File: src/rtl/booth_mult32_pkg.sv
// mult_pkg: shared state encoding, iteration count and Booth select codes for booth_mult32
package mult_pkg;

    localparam int WIDTH_DEF = 32;
    localparam int ITER      = WIDTH_DEF / 2;

    typedef enum logic [1:0] {
        IDLE = 2'b00,
        BUSY = 2'b01,
        DONE = 2'b10
    } state_e;

    typedef enum logic [2:0] {
        ZERO,
        PM,
        P2M,
        NM,
        N2M
    } booth_sel_e;

    // Radix-4 Booth recoding of the triple {q[i+1], q[i], q[i-1]}
    function automatic booth_sel_e booth_sel(input logic [2:0] t);
        case (t)
            3'b001, 3'b010: return PM;
            3'b011:         return P2M;
            3'b100:         return N2M;
            3'b101, 3'b110: return NM;
            default:        return ZERO;
        endcase
    endfunction

endpackage

File: src/rtl/booth_recode.sv
// booth_recode: maps a Booth triple and multiplicand to the sign-extended partial-product addend
module booth_recode
    import mult_pkg::*;
#(
    parameter int WIDTH = 32
) (
    input  logic [2:0]       i_triple,
    input  logic [WIDTH-1:0] i_m,
    output logic [WIDTH+1:0] o_addend
);

    booth_sel_e       w_sel;
    logic [WIDTH+1:0] w_m1;
    logic [WIDTH+1:0] w_m2;

    assign w_sel = booth_sel(i_triple);
    // Two guard bits keep 2M and -2M exact, including for the most negative M
    assign w_m1  = {{2{i_m[WIDTH-1]}}, i_m};
    assign w_m2  = {w_m1[WIDTH:0], 1'b0};

    // Select the addend from the recoded digit
    always_comb begin
        o_addend = w_sel == PM  ? w_m1 :
                   w_sel == P2M ? w_m2 :
                   w_sel == NM  ? -w_m1 :
                   w_sel == N2M ? -w_m2 : '0;
    end

endmodule

File: src/rtl/booth_mult32.sv
// booth_mult32: multi-cycle signed multiplier, radix-4 Booth, low-half result plus overflow flag
module booth_mult32
    import mult_pkg::*;
#(
    parameter int WIDTH = 32
) (
    input  logic             clock,
    input  logic             reset,
    input  logic             ctrl_MULT,
    input  logic [WIDTH-1:0] data_operandA,
    input  logic [WIDTH-1:0] data_operandB,
    output logic [WIDTH-1:0] data_result,
    output logic             data_exception,
    output logic             data_resultRDY
);

    localparam int N_ITER = WIDTH / 2;
    localparam int CW     = $clog2(N_ITER) + 1;
    localparam int PW     = 2 * WIDTH + 3;

    state_e           r_state;
    state_e           w_state_next;
    logic [WIDTH-1:0] r_m;
    logic [PW-1:0]    r_p;
    logic [CW-1:0]    r_cnt;
    logic [WIDTH-1:0] r_result;
    logic             r_exc;
    logic [WIDTH+1:0] w_addend;
    logic [WIDTH+1:0] w_h_new;
    logic [PW-1:0]    w_p_next;
    logic [WIDTH:0]   w_hi;
    logic             w_last;
    logic             w_exc;

    booth_recode #(.WIDTH(WIDTH)) u_recode (
        .i_triple (r_p[2:0]),
        .i_m      (r_m),
        .o_addend (w_addend)
    );

    // P = {H, L, q_m1}: add into H, then arithmetic shift right by two
    assign w_h_new  = r_p[PW-1:WIDTH+1] + w_addend;
    assign w_p_next = {{2{w_h_new[WIDTH+1]}}, w_h_new, r_p[WIDTH:2]};
    // Product bits [2W-1:W-1] all equal means the product fits in WIDTH signed bits
    assign w_hi     = w_p_next[2*WIDTH:WIDTH];
    assign w_exc    = !((&w_hi) || !(|w_hi));
    assign w_last   = (r_state == BUSY) && (r_cnt == CW'(N_ITER - 1));

    assign data_result    = r_result;
    assign data_exception = r_exc;
    assign data_resultRDY = (r_state == DONE);

    // State register
    always_ff @(posedge clock or posedge reset) begin
        if (reset) r_state <= IDLE;
        else       r_state <= w_state_next;
    end

    // Next state: a start wins over everything, DONE lasts one cycle
    always_comb begin
        w_state_next = r_state;
        w_state_next = ctrl_MULT            ? BUSY :
                       w_last               ? DONE :
                       (r_state == DONE)    ? IDLE : r_state;
    end

    // Datapath: load operands on start, iterate while busy, latch outputs on the last step
    always_ff @(posedge clock or posedge reset) begin
        if (reset) begin
            r_m      <= '0;
            r_p      <= '0;
            r_cnt    <= '0;
            r_result <= '0;
            r_exc    <= 1'b0;
        end else if (ctrl_MULT) begin
            r_m      <= data_operandA;
            r_p      <= {{(WIDTH+2){1'b0}}, data_operandB, 1'b0};
            r_cnt    <= '0;
            r_result <= '0;
            r_exc    <= 1'b0;
        end else if (r_state == BUSY) begin
            r_p   <= w_p_next;
            r_cnt <= r_cnt + 1'b1;
            if (w_last) begin
                r_result <= w_p_next[WIDTH:1];
                r_exc    <= w_exc;
            end
        end
    end

endmodule

File: config.mk
export PLATFORM = sky130hd
export DESIGN_NAME = booth_mult32
export DESIGN_NICKNAME = d
export VERILOG_FILES = /design/src/rtl/booth_mult32_pkg.sv /design/src/rtl/booth_recode.sv /design/src/rtl/booth_mult32.sv
export SDC_FILE = /design/constraint.sdc
export NUM_CORES = 1
export LEC_CHECK = 0
export CAP_MARGIN = 20
export CORE_MARGIN = 2
export CORE_UTILIZATION = 55
export CTS_BUF_LIST = sky130_fd_sc_hd__clkbuf_16
export DETAILED_ROUTE_END_ITERATION = 6
export PLACE_DENSITY_LB_ADDON = 0.05
export SLEW_MARGIN = 10
export SYNTH_ARGS = -nofsm -noshare
export SYNTH_HDL_FRONTEND = slang
export SYNTH_HIERARCHICAL = 1
export SYNTH_SLANG_ARGS = --single-unit
File: constraint.sdc
create_clock -name clock -period 10.56 [get_ports clock]
set_input_delay 2.112 -clock clock [delete_from_list [all_inputs] [get_ports clock]]
set_output_delay 2.112 -clock clock [all_outputs]
set_load 0.01 [all_outputs]
# Word-level counts from Yosys, hierarchy flattened
# Index checks and enable logic that the tools add are counted.
dict set report word_totals {
  ff_bits 139
  in_bits 67
  out_inout_bits 34
  elab_cells 53
}
dict set report classes {
  addsub 4
  eq_ne 13
  muxes 18
  n_reduce_logical 12
}
# op count
set ops {}
lappend ops {{34-bit 2-to-1 mux} 4}
lappend ops {{67-bit 2-to-1 mux} 2}
lappend ops {{32-bit 2-to-1 mux} 3}
lappend ops {{34-bit negator} 2}
lappend ops {{34-bit adder} 1}
lappend ops {{33-bit AND reduction} 1}
lappend ops {{33-bit OR reduction} 1}
lappend ops {{3-bit by 2-bit == test with 1-bit output, second input constant} 4}
lappend ops {{3-bit == test, second input constant} 4}
lappend ops {{3-bit one-hot mux with 4 select lines} 1}
lappend ops {{5-bit 2-to-1 mux} 2}
lappend ops {{3-bit by 1-bit == test with 1-bit output, second input constant} 2}
lappend ops {{2-bit 2-to-1 mux} 3}
lappend ops {{5-bit by 1-bit adder with 5-bit output, second input constant} 1}
lappend ops {{5-bit by 4-bit == test with 1-bit output, second input constant} 1}
lappend ops {{2-bit nonzero test} 2}
lappend ops {{2-bit OR reduction} 2}
lappend ops {{1-bit 2-to-1 mux} 3}
lappend ops {{3-bit nonzero test} 1}
lappend ops {{2-bit by 1-bit == test with 1-bit output, second input constant} 1}
lappend ops {{2-bit == test, second input constant} 1}
lappend ops {{1-bit logical NOT} 2}
lappend ops {{2-bit AND reduction} 1}
lappend ops {{1-bit logical AND} 1}
lappend ops {{1-bit logical OR} 1}

# Longest topological paths before layout
dict set report logic_depth {
  ltp_word 16
  ltp_mapped 21
  ltp_nobuf 19
}

# Cells and area by module
# Netlist, hierarchy kept.
# module n_inst cells_each area_per_inst_um2 seq_area_each_um2
set by_module_without_submodules {}
lappend by_module_without_submodules {booth_mult32 1 824 8025.2 3428.3}
lappend by_module_without_submodules {booth_recode 1 381 2437.3 0.0}

# Worst setup path after synthesis
# No wires, ideal clock.
dict set report synth_path {
  path_type {reg-to-reg}
  start {register r_m[0]}
  end {register r_exc, in the netlist data_exception}
  setup_ps 125
  t_arrival_ps 4646
  required_ps 10435
  slack_ps 5789
  stages_incl_launch_ff 19
  n_path_buf 0
  synth_period_minus_slack_ps 4771
  cell_sequence {dfrtp_1 > inv_1 > ha_1 > or4b_1 > or3_1 > a221o_1 > a31oi_1 > a31oi_1 > ha_1 > and4_4 > and4bb_1 > a211oi_2 > a211o_2 > nand3b_1 > mux2_4 > a2111oi_4 > nand4_1 > o41ai_2 > nand2_1}
}
dict set report synth_between {
  elab_chain_cells 13
  elab_cells_between_ends 15
  cone_classes {add/sub: 3; mux: 7; reduce/logical: 5}
}
# element line
set synth_lines {}
lappend synth_lines {{start: declaration} booth_mult32.sv:23} ;# logic [WIDTH-1:0] r_m;
lappend synth_lines {{start signal: assignment} booth_mult32.sv:76} ;# r_m <= data_operandA;
lappend synth_lines {{34-bit negator} booth_recode.sv:26} ;# w_sel == N2M ? -w_m2 : '0;
lappend synth_lines {{34-bit 2-to-1 mux} booth_recode.sv:26}
lappend synth_lines {{34-bit 2-to-1 mux *} booth_recode.sv:25} ;# w_sel == NM ? -w_m1 :
lappend synth_lines {{34-bit 2-to-1 mux *} booth_recode.sv:24} ;# w_sel == P2M ? w_m2 :
lappend synth_lines {{34-bit 2-to-1 mux *} booth_recode.sv:23} ;# o_addend = w_sel == PM ? w_m1 :
lappend synth_lines {{named net w_addend[8]} booth_mult32.sv:28} ;# logic [WIDTH+1:0] w_addend;
lappend synth_lines {{34-bit adder *} booth_mult32.sv:42} ;# assign w_h_new = r_p[PW-1:WIDTH+1] + w_addend;
lappend synth_lines {{33-bit OR reduction} booth_mult32.sv:46} ;# assign w_exc = !((&w_hi) || !(|w_hi));
lappend synth_lines {{1-bit logical NOT} booth_mult32.sv:46}
lappend synth_lines {{1-bit logical OR *} booth_mult32.sv:46}
lappend synth_lines {{1-bit logical NOT *} booth_mult32.sv:46}
lappend synth_lines {{1-bit 2-to-1 mux *} booth_mult32.sv:84} ;# if (w_last) begin
lappend synth_lines {{1-bit 2-to-1 mux *} booth_mult32.sv:81} ;# end else if (r_state == BUSY) begin
lappend synth_lines {{1-bit 2-to-1 mux *} booth_mult32.sv:75} ;# end else if (ctrl_MULT) begin
lappend synth_lines {{end signal: assignment} booth_mult32.sv:86} ;# r_exc <= w_exc;
lappend synth_lines {{end: declaration} booth_mult32.sv:27} ;# logic r_exc;
# The timed path passes the listed nets; every way through them passes the cells marked *. The select of a mux whose other input is x is not followed.
# A chain may end at the register's enable or synchronous reset.

# Worst setup path after layout
# Ends and elaborated chain as after synthesis.

==> metrics.md <==
| Metric | Value |
|---|---|
| Status | finished clean |
| Worst r2r dst | data_exception |
| Via Count | roughly 9500 |
| Worst hold path endpoint | data_result[31] |
| Reg power frac | 28.5% |
| Crit path required time | 10.86 ns |
| CP bufs+invs | 1 |
| Worst hold start | data_result[31] |
| Crit-path max cell delay | 0.50 ns |
| CTS Hold Buffers Added | 0 |
| Int Pwr | approximately 1.4 mW |
| Rows | 50 |
| Initial antenna violation count | 0 |
| Pin count of the biggest net entering global routing | 88 |
| Busiest layer in global routing | met2 |
| Mapped Avg Cell Area | 8.68 µm² |
| Clock-pin slew on the worst setup and hold paths | 0.07 ns |
| Commonest non-fill, non-tap cell in the layout | nand2_1 |
| Ratio of final minimum period to clock period | 54.7% |
| Num CTS Buffers | 17 |
| Async SR Flop Fraction | 100% |
| Logic pwr share | 47.2% |
| CP top delay family | simple AND/OR/NAND/NOR gates |
| Crit path DAT | 6.08 ns |
| Vias in the first global route | 8954 |
| IO Port Bufs | 100 |
| Hold Path Cell Cnt | 2 |
| Syn nets | approximately 1300 |
| Die height | between 100 and 150 µm |
| Dpl hpwl | 20500 µm |
| Slowest-stage cell, CP | dfrtp_1 |
| Number of synthesis warnings | 6 |
| CTS H-tree depth | 4 |
| VDD IR max | ~0.14 mV |
| P_leak | 5.18 nW |
| IO Pins | 101 |
| Overall routed net length | 29000 µm |
| Seq/Total Area, Yosys | between 30% and 40% |
| RSZ-0062 raised after global routing | false |
| GPL Wtd Cong | 0.941 |
| CP Depth | 18 |
| Finished Layout Cells | 1488 |
| DRT iter0 DRCs | 821 |
| Met1 Use GR | 39.0% |
| Sw Share | a little over two fifths |
| Critical Path Start | r_m[0] |
| Most frequent cells in the layout | 155 x nand2_1, 137 x dfrtp_1, 99 x clkdlybuf4s50_1 |
| Final nets | 1345 |
| GR Util met3 | between 4 and 5% |
| CP most frequent cell | nand4_1 |
| Clk network pwr share | 24.3% |
| Grt ovf | 0 |
| Pre-antenna DRT Iters | 5 |
| Total track usage | just under 30% |
| Routed len/inst | 19.5 µm |
| Number of setup buffers added after CTS | 0 |
| TritonCTS clock tree | yes |
| Final hold vios | 0 |
| Worst slew pin tran | 0.947 ns |
| EDFF count, synth | 0 |
| Pwr/cell area | a little over 200 nW/µm² |
| Reg-to-reg slack, setup | between 4 and 5 ns |
| Sink Count | 137 |
| Routed Antenna Nets | 0 |
| Initial cell density of the core | 55.9% |
| Netlist cell types | 101 |
| Depth of the worst register-to-register path | 18 |
| Clk_skew | 0.0154 ns |
| CORE AREA | 18700 µm² |
| WS Path Type | flop to flop |
| Psw | 1.06 mW |
| Rel. slew slack | 36.9% |
| Clock tree buffer depth | 2 |
| CTS resizes | 0 |
| Post-Syn Area | 10500 µm² |
| Mapped Cells | 1205 |
| DR DRC count | 0 |
| # setup viols final | 0 |
| Max Cap Violations | 0 |
| Via density | around 6.4 |
| Antenna Cells | 0 |
| Worst Setup End Kind | flop |
| Area Overhead vs Synth | 14.5% |
| Total negative slack | 0 ns |
| Yosys reg bits | 137 |
| Clock Latency Late Sink | 0.43 ns |
| Die width | ~140 µm |
| Tmin final | 5.78 ns |
| First-pass GRT wire length | 46900 µm |
| Max frequency | 173 MHz |
| Root cell of the clock tree | clkbuf_16 |
| Max Slew Vio Count | 0 |
| Max Fanout on Critical Path | 11 |
| GR Layer Usage met2 | between 40% and 50% |
| Cell Chain, Critical Path | inv_1, ha_1, nor4b_4, nand4_1, nor3_1, xnor2_1, a21o_1, o31a_1, ha_1, nand4_1, nor3_1, o2111ai_1, and3_4, or4_4, a2111oi_4, nand4_1, o41ai_2, nand2_1 |
| Ratio of cells with drive above 1 in the final layout | 10.8% |
| Cells after DPL | 1456 |
| Synth Flop Type | dfrtp_1 |
| DIE AREA | approximately 20000 µm² |
| Worst r2r src | r_m[0] |
| Worst Hold Class | flop to flop |
| Startpoint types | flop |
==> worst min-delay path, delay by kind of cell, from the launching register on <==
kind             cells  cell delay [ns]
AND/OR/NAND/NOR      1             0.05
flip-flops           1             0.36
AO/OA/AOI/OAI        1             0.05
==> cell usage after synthesis, types with 27 or more instances <==
cell,count,area share [%]
nor2_1,80,2.9
xor2_1,30,2.5
a21oi_1,85,4.1
a22o_1,30,2.5
nor3_1,37,1.8
o21ai_0,72,3.4
mux2i_1,44,4.2
xnor2_1,27,2.3
mux2_2,40,4.3
ha_1,36,4.3
clkbuf_1,61,2.2
dfrtp_1,137,33
nand2_1,155,5.6
==> per-layer routing <==
| metal | vias up | wire (µm) |
|---|---|---|
| li1 | 4516 | - |
| met1 | 4578 | 12700 |
| met2 | 357 | 13300 |
| met3 | 61 | 1740 |
| met4 | 0 | 1180 |
| met5 | - | 0 |
==> final cells by class <==
cell class                      count  area, µm²
Timing Repair Buffer              109       1070
Clock buffer                       17        425
Clock inverter                     15        155
Sequential cell                   137       3430
Tap cell                          234        293
Multi-Input combinational cell    956       6530
Inverter                           20       80.1
Fill cell                        1644       6730
==> state kept, by name, indices dropped and copies added (netlist names) <==
name and flops:
data_exception 1, data_result 32, r_cnt 5, r_m 32, r_p 65, r_state 2
==> per-stage QoR <==
| stage | utilization (%) | hold slack (ns) | power (mW) | area, µm² | setup WS (ns) |
|---|---|---|---|---|---|
| 2_1_floorplan | - | 0.475 | 1.60 | 10500 | 4.78 |
| 3_3_place_gp | 60.9 | 0.467 | 1.83 | 11400 | 5.00 |
| 3_5_place_dp | 60.9 | 0.469 | 1.84 | 11400 | 4.96 |
| 4_1_cts | 64.0 | 0.492 | 2.44 | 12000 | 4.93 |
| 5_1_grt | 64.0 | 0.523 | 2.61 | 12000 | 4.39 |
| 6_report | 64.0 | 0.498 | 2.44 | 12000 | 4.78 |
==> power groups by stage <==
stage / sequential, mW / clock (mW) / combinational (mW)
after floorplan: 0.659 / 0 / 0.936
after detailed placement: 0.702 / 0 / 1.14
final: 0.694 / 0.593 / 1.15
after CTS: 0.693 / 0.603 / 1.14
after global routing: 0.704 / 0.627 / 1.28
after global placement: 0.702 / 0 / 1.13
==> kinds of logic (layout without fill, tap and decap cells) <==
family	count (synthesis)	in the layout	share of synthesized area [%]
compound gates	357	357	23.8
xor+xnor	57	57	4.77
fa+ha+maj	37	37	4.50
buf+inv	112	161	4.95
flops	137	137	32.8
mux	86	86	8.87
simple gates	419	419	20.4
==> worst max-delay path by stage <==
stage | to | slack (ns)
floorplan | data_exception | 4.78
global placement | data_exception | 5.00
detailed placement | data_exception | 4.96
CTS | data_exception | 4.93
global route | data_exception | 4.39
finish | data_exception | 4.78
Power figures use the tool's default switching activity.
